File: src/rtl/gcd_pack.sv
// Shared types and constants for the GCD request scheduler.
// Latency: n/a (package only).
// Backpressure: n/a (package only).
package gcd_pack;

    // Operand and result width seen by requesters and the engine
    localparam int DATA_W      = 32;

    // Default sizing of the scheduler
    localparam int DEF_NUM_REQ = 4;
    localparam int DEF_TIMEOUT = 1024;

    // Scheduler FSM states
    typedef enum logic [2:0] {
        ST_IDLE  = 3'd0,
        ST_ISSUE = 3'd1,
        ST_ARM   = 3'd2,
        ST_WAIT  = 3'd3,
        ST_RESP  = 3'd4
    } state_t;

endpackage

File: src/rtl/gcd_sched_rr_arbiter.sv
// Round-robin grant picker: one-hot grant to the first requester after last_i, wrapping.
// Latency: purely combinational.
// Backpressure: none; the caller decides when the grant is taken.
// Ports: req_i request vector, last_i index of last served requester,
//        gnt_o one-hot grant (zero when no request), gnt_idx_o binary index of gnt_o.
module rr_arbiter #(
    parameter int NUM_REQ = 4,
    parameter int IDW     = $clog2(NUM_REQ)
) (
    input  logic [NUM_REQ-1:0] req_i,
    input  logic [IDW-1:0]     last_i,
    output logic [NUM_REQ-1:0] gnt_o,
    output logic [IDW-1:0]     gnt_idx_o
);

    logic found;

    // Two passes: first the indices above the last winner, then wrap to the
    // bottom. The second pass only reaches indices <= last_i, since any
    // higher requester would already have been taken by the first.
    always_comb begin
        gnt_o     = '0;
        gnt_idx_o = '0;
        found     = 1'b0;
        for (int i = 0; i < NUM_REQ; i++) begin
            if (!found && req_i[i] && (IDW'(i) > last_i)) begin
                gnt_o[i]  = 1'b1;
                gnt_idx_o = IDW'(i);
                found     = 1'b1;
            end
        end
        for (int i = 0; i < NUM_REQ; i++) begin
            if (!found && req_i[i]) begin
                gnt_o[i]  = 1'b1;
                gnt_idx_o = IDW'(i);
                found     = 1'b1;
            end
        end
    end

endmodule

File: src/rtl/gcd_sched.sv
// Shares one GCD engine among NUM_REQ requesters with round-robin grant and per-job timeout.
// Latency: 5 cycles grant-to-ack minimum (IDLE, ISSUE, ARM, WAIT, RESP); at most 4+TIMEOUT.
// Backpressure: one job in flight; other requesters hold req until their ack pulse.
// Ports: req/req_a/req_b requester side, ack/resp_result/resp_err response side,
//        eng_start/eng_a/eng_b/eng_done/eng_result engine side, busy = not IDLE.
module gcd_sched
    import gcd_pack::*;
#(
    parameter int NUM_REQ = DEF_NUM_REQ,
    parameter int TIMEOUT = DEF_TIMEOUT
) (
    input  logic                      clk,
    input  logic                      reset,
    input  logic [NUM_REQ-1:0]        req,
    input  logic [NUM_REQ*DATA_W-1:0] req_a,
    input  logic [NUM_REQ*DATA_W-1:0] req_b,
    output logic [NUM_REQ-1:0]        ack,
    output logic [DATA_W-1:0]         resp_result,
    output logic                      resp_err,
    output logic                      eng_start,
    output logic [DATA_W-1:0]         eng_a,
    output logic [DATA_W-1:0]         eng_b,
    input  logic                      eng_done,
    input  logic [DATA_W-1:0]         eng_result,
    output logic                      busy
);

    localparam int IDW   = $clog2(NUM_REQ);
    localparam int CNT_W = $clog2(TIMEOUT + 1);

    state_t               state_q, state_d;
    logic [NUM_REQ-1:0]   gnt_q, gnt_d;
    logic [IDW-1:0]       gidx_q, gidx_d;
    logic [IDW-1:0]       last_q, last_d;
    logic [DATA_W-1:0]    a_q, a_d;
    logic [DATA_W-1:0]    b_q, b_d;
    logic [CNT_W-1:0]     cnt_q, cnt_d;
    logic [DATA_W-1:0]    res_q, res_d;
    logic                 err_q, err_d;

    logic [NUM_REQ-1:0]   arb_gnt;
    logic [IDW-1:0]       arb_idx;

    rr_arbiter #(
        .NUM_REQ (NUM_REQ),
        .IDW     (IDW)
    ) u_arb (
        .req_i     (req),
        .last_i    (last_q),
        .gnt_o     (arb_gnt),
        .gnt_idx_o (arb_idx)
    );

    always_ff @(posedge clk) begin
        if (reset) begin
            state_q <= ST_IDLE;
            gnt_q   <= '0;
            gidx_q  <= '0;
            // Last winner = top index, so index 0 wins first after reset
            last_q  <= IDW'(NUM_REQ - 1);
            a_q     <= '0;
            b_q     <= '0;
            cnt_q   <= '0;
            res_q   <= '0;
            err_q   <= 1'b0;
        end else begin
            state_q <= state_d;
            gnt_q   <= gnt_d;
            gidx_q  <= gidx_d;
            last_q  <= last_d;
            a_q     <= a_d;
            b_q     <= b_d;
            cnt_q   <= cnt_d;
            res_q   <= res_d;
            err_q   <= err_d;
        end
    end

    always_comb begin
        state_d = state_q;
        gnt_d   = gnt_q;
        gidx_d  = gidx_q;
        last_d  = last_q;
        a_d     = a_q;
        b_d     = b_q;
        cnt_d   = cnt_q;
        res_d   = res_q;
        err_d   = err_q;

        case (state_q)
            ST_IDLE: begin
                if (|req) begin
                    gnt_d  = arb_gnt;
                    gidx_d = arb_idx;
                    for (int i = 0; i < NUM_REQ; i++) begin
                        if (arb_gnt[i]) begin
                            a_d = req_a[i*DATA_W +: DATA_W];
                            b_d = req_b[i*DATA_W +: DATA_W];
                        end
                    end
                    state_d = ST_ISSUE;
                end
            end
            ST_ISSUE: begin
                cnt_d   = '0;
                state_d = ST_ARM;
            end
            // Engine still shows the previous done level this cycle
            ST_ARM: begin
                state_d = ST_WAIT;
            end
            ST_WAIT: begin
                cnt_d = cnt_q + CNT_W'(1);
                // Done is tested first so it wins a same-cycle timeout
                if (eng_done) begin
                    res_d   = eng_result;
                    err_d   = 1'b0;
                    state_d = ST_RESP;
                end else if (cnt_d == CNT_W'(TIMEOUT)) begin
                    res_d   = '0;
                    err_d   = 1'b1;
                    state_d = ST_RESP;
                end
            end
            ST_RESP: begin
                last_d  = gidx_q;
                state_d = ST_IDLE;
            end
            default: begin
                state_d = ST_IDLE;
            end
        endcase
    end

    assign eng_start   = (state_q == ST_ISSUE);
    assign ack         = (state_q == ST_RESP) ? gnt_q : '0;
    assign busy        = (state_q != ST_IDLE);
    assign eng_a       = a_q;
    assign eng_b       = b_q;
    assign resp_result = res_q;
    assign resp_err    = err_q;

endmodule
File: config.mk
export PLATFORM = sky130hd
export DESIGN_NAME = gcd_sched
export DESIGN_NICKNAME = d
export VERILOG_FILES = /design/src/rtl/gcd_pack.sv /design/src/rtl/gcd_sched_rr_arbiter.sv /design/src/rtl/gcd_sched.sv
export SDC_FILE = /design/constraint.sdc
export NUM_CORES = 1
export LEC_CHECK = 0
export BUFFER_PORTS_ARGS = -buffer_cell sky130_fd_sc_hd__buf_4
export CAP_MARGIN = 20
export CORE_AREA = 2 2 156 158
export DETAILED_ROUTE_END_ITERATION = 8
export DIE_AREA = 0 0 158 160
export SETUP_SLACK_MARGIN = 0.05
export SYNTH_ARGS = -nofsm -noshare
export SYNTH_HDL_FRONTEND = slang
export SYNTH_SLANG_ARGS = --single-unit
export TNS_END_PERCENT = 100
File: constraint.sdc
create_clock -name clk -period 2.5 [get_ports clk]
set_clock_uncertainty 0.1 [all_clocks]
set_input_delay 0.125 -clock clk [delete_from_list [all_inputs] [get_ports clk]]
set_output_delay 0.125 -clock clk [all_outputs]
set_load 0.02 [all_outputs]
==> results of run 1 <==
stage by stage:
| step | setup WS [ns] | hold slack, ns |
|---|---|---|
| after floorplan | 0.280 | 0.146 |
| after global placement | 0.246 | 0.230 |
| after detailed placement | 0.188 | 0.237 |
cells by family after synthesis:
| family | after synthesis |
|---|---|
| adder cells (fa/ha/maj) | 1 |
| flip-flops | 119 |
| multiplexers | 3 |
| AO/OA/AOI/OAI | 243 |
| XOR/XNOR | 2 |
| AND/OR/NAND/NOR | 311 |
| buffers and inverters | 77 |
==> metrics.txt, run 1 <==
# TYPE chip_impl_metric gauge
chip_impl_metric{name="cts_max_path_buffers",unit=""} 2
chip_impl_metric{name="edff_count_synth",unit=""} 0
chip_impl_metric{name="place_area",unit="um2"} 9460
chip_impl_metric{name="numClockSinks",unit=""} 119
chip_impl_metric{name="tritoncts.num_buffers",unit=""} 17
chip_impl_metric{name="synth.ff_latch_count",unit=""} 119
chip_impl_metric{name="synth_compound_gate_area_share",unit=""} 0.334
chip_impl_metric{name="synth.distinct_cells",unit=""} 53
chip_impl_info{name="result_of_the_run",value="did not finish"} 1
chip_impl_metric{name="synth_fp_nets",unit=""} 1052
chip_impl_info{name="synth.cells.most_frequent",value="sky130_fd_sc_hd__nand2_1 (177), sky130_fd_sc_hd__dfxtp_1 (119), sky130_fd_sc_hd__nor2_1 (86)"} 1
chip_impl_metric{name="yosys.area_share.xor_xnor",unit=""} 0.00285
chip_impl_metric{name="cts_hold_buf",unit=""} 292
chip_impl_info{name="synth.most_common_cell",value="sky130_fd_sc_hd__nand2_1"} 1
chip_impl_info{name="synthTopCellsByArea",value="sky130_fd_sc_hd__dfxtp_1 (39%), sky130_fd_sc_hd__nand2_1 (11%), sky130_fd_sc_hd__a311oi_1 (9.2%), sky130_fd_sc_hd__o221ai_2 (7.3%), sky130_fd_sc_hd__nor2_1 (5.2%)"} 1
chip_impl_info{name="toolErrorMsg",value="[ERROR RSZ-0060] Max buffer count reached."} 1
chip_impl_metric{name="design.portCount",unit=""} 398
chip_impl_metric{name="die_height",unit="um"} 160
chip_impl_info{name="clock-root-buffer",value="sky130_fd_sc_hd__clkbuf_16"} 1
chip_impl_metric{name="post_synth_arst_share",unit=""} 0
chip_impl_metric{name="dp.cells",unit=""} 1426
chip_impl_metric{name="dp_hpwl",unit="mm"} 18.5
chip_impl_metric{name="start_util",unit=""} 0.258
chip_impl_info{name="failed_stage",value="4_1_cts"} 1
chip_impl_metric{name="post_cts.repair.setup_buffers",unit=""} 0
chip_impl_metric{name="synth_sequential_area_ratio",unit=""} 0.387
chip_impl_metric{name="synthesized_instance_count",unit=""} 756
chip_impl_metric{name="synth_top_area_frac",unit=""} 0.387
chip_impl_metric{name="synth-adder-area-share",unit=""} 0.00203
chip_impl_metric{name="avgSynthCellArea",unit="um2"} 8.14
chip_impl_metric{name="yosysWarnings",unit=""} 0
chip_impl_metric{name="syn-cell-area",unit="um2"} 6150
chip_impl_info{name="ys_dominant_reg_cell",value="sky130_fd_sc_hd__dfxtp_1"} 1
chip_impl_info{name="synth_largest_area_cell",value="sky130_fd_sc_hd__dfxtp_1"} 1
chip_impl_metric{name="cts_resized",unit=""} 0
chip_impl_metric{name="synth_mux_area_frac",unit=""} 0.00508
chip_impl_metric{name="die_w",unit="um"} 158
chip_impl_metric{name="placement_rows",unit=""} 57
chip_impl_metric{name="port_buffers",unit=""} 397
chip_impl_metric{name="finalWeightedCongestion",unit=""} 0.869
chip_impl_metric{name="yosys.area_share.simple",unit=""} 0.210
chip_impl_info{name="dominant_combinational_cell_family_by_area_after_synthesis",value="compound AO/OA/AOI/OAI gates"} 1
chip_impl_metric{name="cts.htree.levels",unit=""} 4
==> inputs of run 2 (changes only) <==
--- a/config.mk
+++ b/config.mk
@@ -7,10 +7,9 @@
 export LEC_CHECK = 0
 export BUFFER_PORTS_ARGS = -buffer_cell sky130_fd_sc_hd__buf_4
 export CAP_MARGIN = 20
-export CORE_AREA = 2 2 156 158
+export CORE_UTILIZATION = 25
 export DETAILED_ROUTE_END_ITERATION = 8
-export DIE_AREA = 0 0 158 160
-export SETUP_SLACK_MARGIN = 0.05
+export PLACE_DENSITY_LB_ADDON = 0.15
 export SYNTH_ARGS = -nofsm -noshare
 export SYNTH_HDL_FRONTEND = slang
 export SYNTH_SLANG_ARGS = --single-unit
==> metrics.txt, run 2 <==
# TYPE chip_impl_metric gauge
chip_impl_metric{name="start_util",unit=""} 0.254
chip_impl_metric{name="hold_depth",unit=""} 4
chip_impl_metric{name="period_share",unit=""} 0.948
chip_impl_metric{name="synthesized_instance_count",unit=""} 756
chip_impl_metric{name="synth_fp_nets",unit=""} 1052
chip_impl_metric{name="antenna_found_initial",unit=""} 2
chip_impl_metric{name="first_global_vias",unit=""} 9140
chip_impl_metric{name="leakagePower",unit="uW"} 0.00568
chip_impl_metric{name="area_growth_syn_to_layout",unit="%"} 111
chip_impl_metric{name="finish.net_count",unit=""} 1711
chip_impl_metric{name="fin_tns_setup",unit="ns"} 0
chip_impl_info{name="setup_repair_after_global_routing_missed_its_margin",value="no"} 1
chip_impl_info{name="synthTopCellsByArea",value="sky130_fd_sc_hd__dfxtp_1 (39%), sky130_fd_sc_hd__nand2_1 (11%), sky130_fd_sc_hd__a311oi_1 (9.2%), sky130_fd_sc_hd__o221ai_2 (7.3%), sky130_fd_sc_hd__nor2_1 (5.2%)"} 1
chip_impl_info{name="timing.hold.worst.start",value="req[2]"} 1
chip_impl_metric{name="design.portCount",unit=""} 398
chip_impl_metric{name="die_w",unit="um"} 159
chip_impl_info{name="synth_largest_area_cell",value="sky130_fd_sc_hd__dfxtp_1"} 1
chip_impl_metric{name="crit_path_max_incr_delay",unit="ns"} 0.49
chip_impl_metric{name="grt_first_pass_wirelength",unit="mm"} 49.3
chip_impl_metric{name="edff_count_synth",unit=""} 0
chip_impl_metric{name="worst_pin_slew",unit="ns"} 0.547
chip_impl_metric{name="critical_path_peak_fanout",unit=""} 22
chip_impl_metric{name="clk_pin_slew_worst_paths",unit="ns"} 0.07
chip_impl_metric{name="port_buffers",unit=""} 397
chip_impl_metric{name="timing.slew.headroom",unit=""} 0.635
chip_impl_info{name="hold_end",value="gidx_q[0]"} 1
chip_impl_metric{name="fp.dieArea",unit="um2"} 25300
chip_impl_metric{name="post_synth_arst_share",unit=""} 0
chip_impl_metric{name="worstPathBufferInverterCount",unit=""} 1
chip_impl_info{name="ys_dominant_reg_cell",value="sky130_fd_sc_hd__dfxtp_1"} 1
chip_impl_info{name="crit_family",value="simple AND/OR/NAND/NOR gates"} 1
chip_impl_metric{name="cap_viol_max_count",unit=""} 0
chip_impl_metric{name="grt_start_max_net_pins",unit=""} 47
chip_impl_info{name="clock_tree_from_tritoncts",value="done"} 1
chip_impl_metric{name="reg2reg_slack",unit="ns"} 0.13
chip_impl_metric{name="finalHoldViolations",unit=""} 0
chip_impl_metric{name="fp.coreArea",unit="um2"} 24200
chip_impl_info{name="most_common_library_cell_in_the_layout_ignoring_fill_and_taps",value="sky130_fd_sc_hd__buf_4"} 1
chip_impl_metric{name="totalWireLength",unit="mm"} 31.9
chip_impl_metric{name="route.detailed.vias_per_inst",unit=""} 5.00
chip_impl_metric{name="tritoncts.num_buffers",unit=""} 17
chip_impl_info{name="cp_cell_sequence",value="or3_1, or2_4, or2_4, buf_12, o221ai_1, a311oi_1"} 1
chip_impl_metric{name="worst_ep_arrival_time",unit="ns"} 2.57
chip_impl_info{name="critical_path.endpoint_type",value="flop"} 1
chip_impl_metric{name="synth_top_area_frac",unit=""} 0.387
chip_impl_metric{name="final.min_clock_period",unit="ns"} 2.37
chip_impl_info{name="critPathKind",value="flop to flop"} 1
chip_impl_info{name="synth.most_common_cell",value="sky130_fd_sc_hd__nand2_1"} 1
chip_impl_metric{name="final-max-slew-violation-count",unit=""} 0
chip_impl_metric{name="cts.htree.levels",unit=""} 4
chip_impl_info{name="path_common_cell",value="sky130_fd_sc_hd__or2_4"} 1
chip_impl_metric{name="hold_ws",unit="ns"} 0.0370
chip_impl_metric{name="syn-cell-area",unit="um2"} 6150
chip_impl_metric{name="routedWlPerCell",unit="um"} 18.2
chip_impl_metric{name="clock_latency",unit="ns"} 0.41
chip_impl_info{name="result_of_the_run",value="completed"} 1
chip_impl_metric{name="finalWeightedCongestion",unit=""} 0.861
chip_impl_metric{name="required",unit="ns"} 2.70
chip_impl_metric{name="synth.ff_latch_count",unit=""} 119
chip_impl_metric{name="worst_ir_drop_vdd",unit="uV"} 460
chip_impl_metric{name="drt_antenna_net_count",unit=""} 0
chip_impl_metric{name="die_height",unit="um"} 159
chip_impl_metric{name="fmax",unit="GHz"} 0.422
chip_impl_metric{name="drc_errors",unit=""} 0
chip_impl_info{name="worst_path_max_delay_cell",value="sky130_fd_sc_hd__or3_1"} 1
chip_impl_metric{name="avgSynthCellArea",unit="um2"} 8.14
chip_impl_info{name="worst_hold_path_class",value="input port to flop"} 1
chip_impl_metric{name="finalSetupViolCount",unit=""} 0
chip_impl_metric{name="drive_above_1_share",unit=""} 0.346
chip_impl_metric{name="cts_max_path_buffers",unit=""} 2
chip_impl_info{name="synth.cells.most_frequent",value="sky130_fd_sc_hd__nand2_1 (177), sky130_fd_sc_hd__dfxtp_1 (119), sky130_fd_sc_hd__nor2_1 (86)"} 1
chip_impl_metric{name="placement_rows",unit=""} 57
chip_impl_metric{name="synth_sequential_area_ratio",unit=""} 0.387
chip_impl_metric{name="yosysWarnings",unit=""} 0
chip_impl_metric{name="dp_hpwl",unit="mm"} 20.1
chip_impl_info{name="r2r_start",value="state_q[0]"} 1
chip_impl_metric{name="globalRouteTotalUtil",unit=""} 0.247
chip_impl_info{name="clock-root-buffer",value="sky130_fd_sc_hd__clkbuf_16"} 1
chip_impl_metric{name="synth.distinct_cells",unit=""} 53
chip_impl_metric{name="detailedRoute.firstPassIterationCount",unit=""} 4
chip_impl_metric{name="via_count",unit=""} 8773
chip_impl_metric{name="drtIter0Drc",unit=""} 596
chip_impl_info{name="timing.rr.end",value="eng_a[24]"} 1
chip_impl_metric{name="numClockSinks",unit=""} 119
chip_impl_metric{name="worst_r2r_path_depth",unit=""} 6
chip_impl_info{name="most-common-layout-cells",value="sky130_fd_sc_hd__buf_4 (411), sky130_fd_sc_hd__dlygate4sd3_1 (292), sky130_fd_sc_hd__nand2_1 (177)"} 1
chip_impl_info{name="crit_path_start_kind",value="flop"} 1
chip_impl_metric{name="grt_overflow_total",unit=""} 0
chip_impl_metric{name="power_density",unit="nW/um2"} 527
-- run 2: what timing repair did --
| action | 4_1_cts | 5_1_grt |
|---|---|---|
| hold buffers | 292 | 0 |
| hold endpoints to repair | 114 | 0 |
| buffers inserted | 0 | 0 |
| setup endpoints to repair | 0 | 1 |
| gates resized for setup | 0 | 1 |
-- run 2: stage by stage --
step                worst slack, ns  std cells   util  cell area [um2]  total power (uW)
floorplan                     0.280        756      -             6150              3130
global route                 0.0422       1754  0.536            13000              7150
CTS                           0.191       1752  0.536            13000              6880
global placement              0.243       1428  0.392             9520              4100
finish                        0.130       1754  0.536            13000              6850
detailed placement            0.204       1428  0.392             9520              4100
-- run 2: routing by layer --
layer / track usage / part of all wire
met4: 0.126 / 0.044
met2: 0.421 / 0.49
met3: 0.0567 / 0.062
met1: 0.290 / 0.41
met5: 0 / 0
-- run 2: worst reg2reg max path: stages, from the launching register on --
cell	delay, ns
sky130_fd_sc_hd__dfxtp_1	0.36
sky130_fd_sc_hd__or3_1	0.49
sky130_fd_sc_hd__or2_4	0.32
sky130_fd_sc_hd__or2_4	0.41
sky130_fd_sc_hd__buf_12	0.23
sky130_fd_sc_hd__o221ai_1	0.25
sky130_fd_sc_hd__a311oi_1	0.09
-- run 2: power by group --
group | leakage [uW] | switching [uW] | internal [uW]
clock | 0.000259 | 1000 | 1370
sequential | 0.000978 | 150 | 2110
combinational | 0.00445 | 1060 | 1150
total | 0.00568 | 2210 | 4630
-- run 2: worst max-delay path by stage --
stage	cells after the start	slack, ns	endpoint	start
5_1_grt	7	0.04	resp_result[17]	cnt_q[1]
3_5_place_dp	6	0.20	eng_a[29]	state_q[0]
4_1_cts	7	0.19	resp_result[10]	cnt_q[1]
6_report	6	0.13	eng_a[24]	state_q[0]
2_1_floorplan	7	0.28	state_q[1]	cnt_q[0]
3_3_place_gp	7	0.24	resp_result[21]	cnt_q[1]
-- run 2: final cells by class --
cell class | count | area [um2]
Fill cell | 2163 | 11200
Timing Repair Buffer | 713 | 6210
Multi-Input combinational cell | 560 | 3430
Sequential cell | 119 | 2380
Clock buffer | 18 | 429
Tap cell | 324 | 405
Clock inverter | 14 | 126
Inverter | 4 | 17.5
Antenna cell | 2 | 5.00
-- run 2: cell families (layout without fill, tap and decap cells) --
| family | after synthesis | in the layout | synth area share |
|---|---|---|---|
| AOI/OAI and AO/OA | 243 | 243 | 0.334 |
| muxes | 3 | 3 | 0.00508 |
| xor gates and xnor gates | 2 | 2 | 0.00285 |
| adders and majority gates | 1 | 1 | 0.00203 |
| other | 0 | 2 | 0 |
| DFF | 119 | 119 | 0.387 |
| buffers and inverters | 77 | 749 | 0.0585 |
| and+or+nand+nor | 311 | 311 | 0.210 |
(Power assumes the default switching activity.)
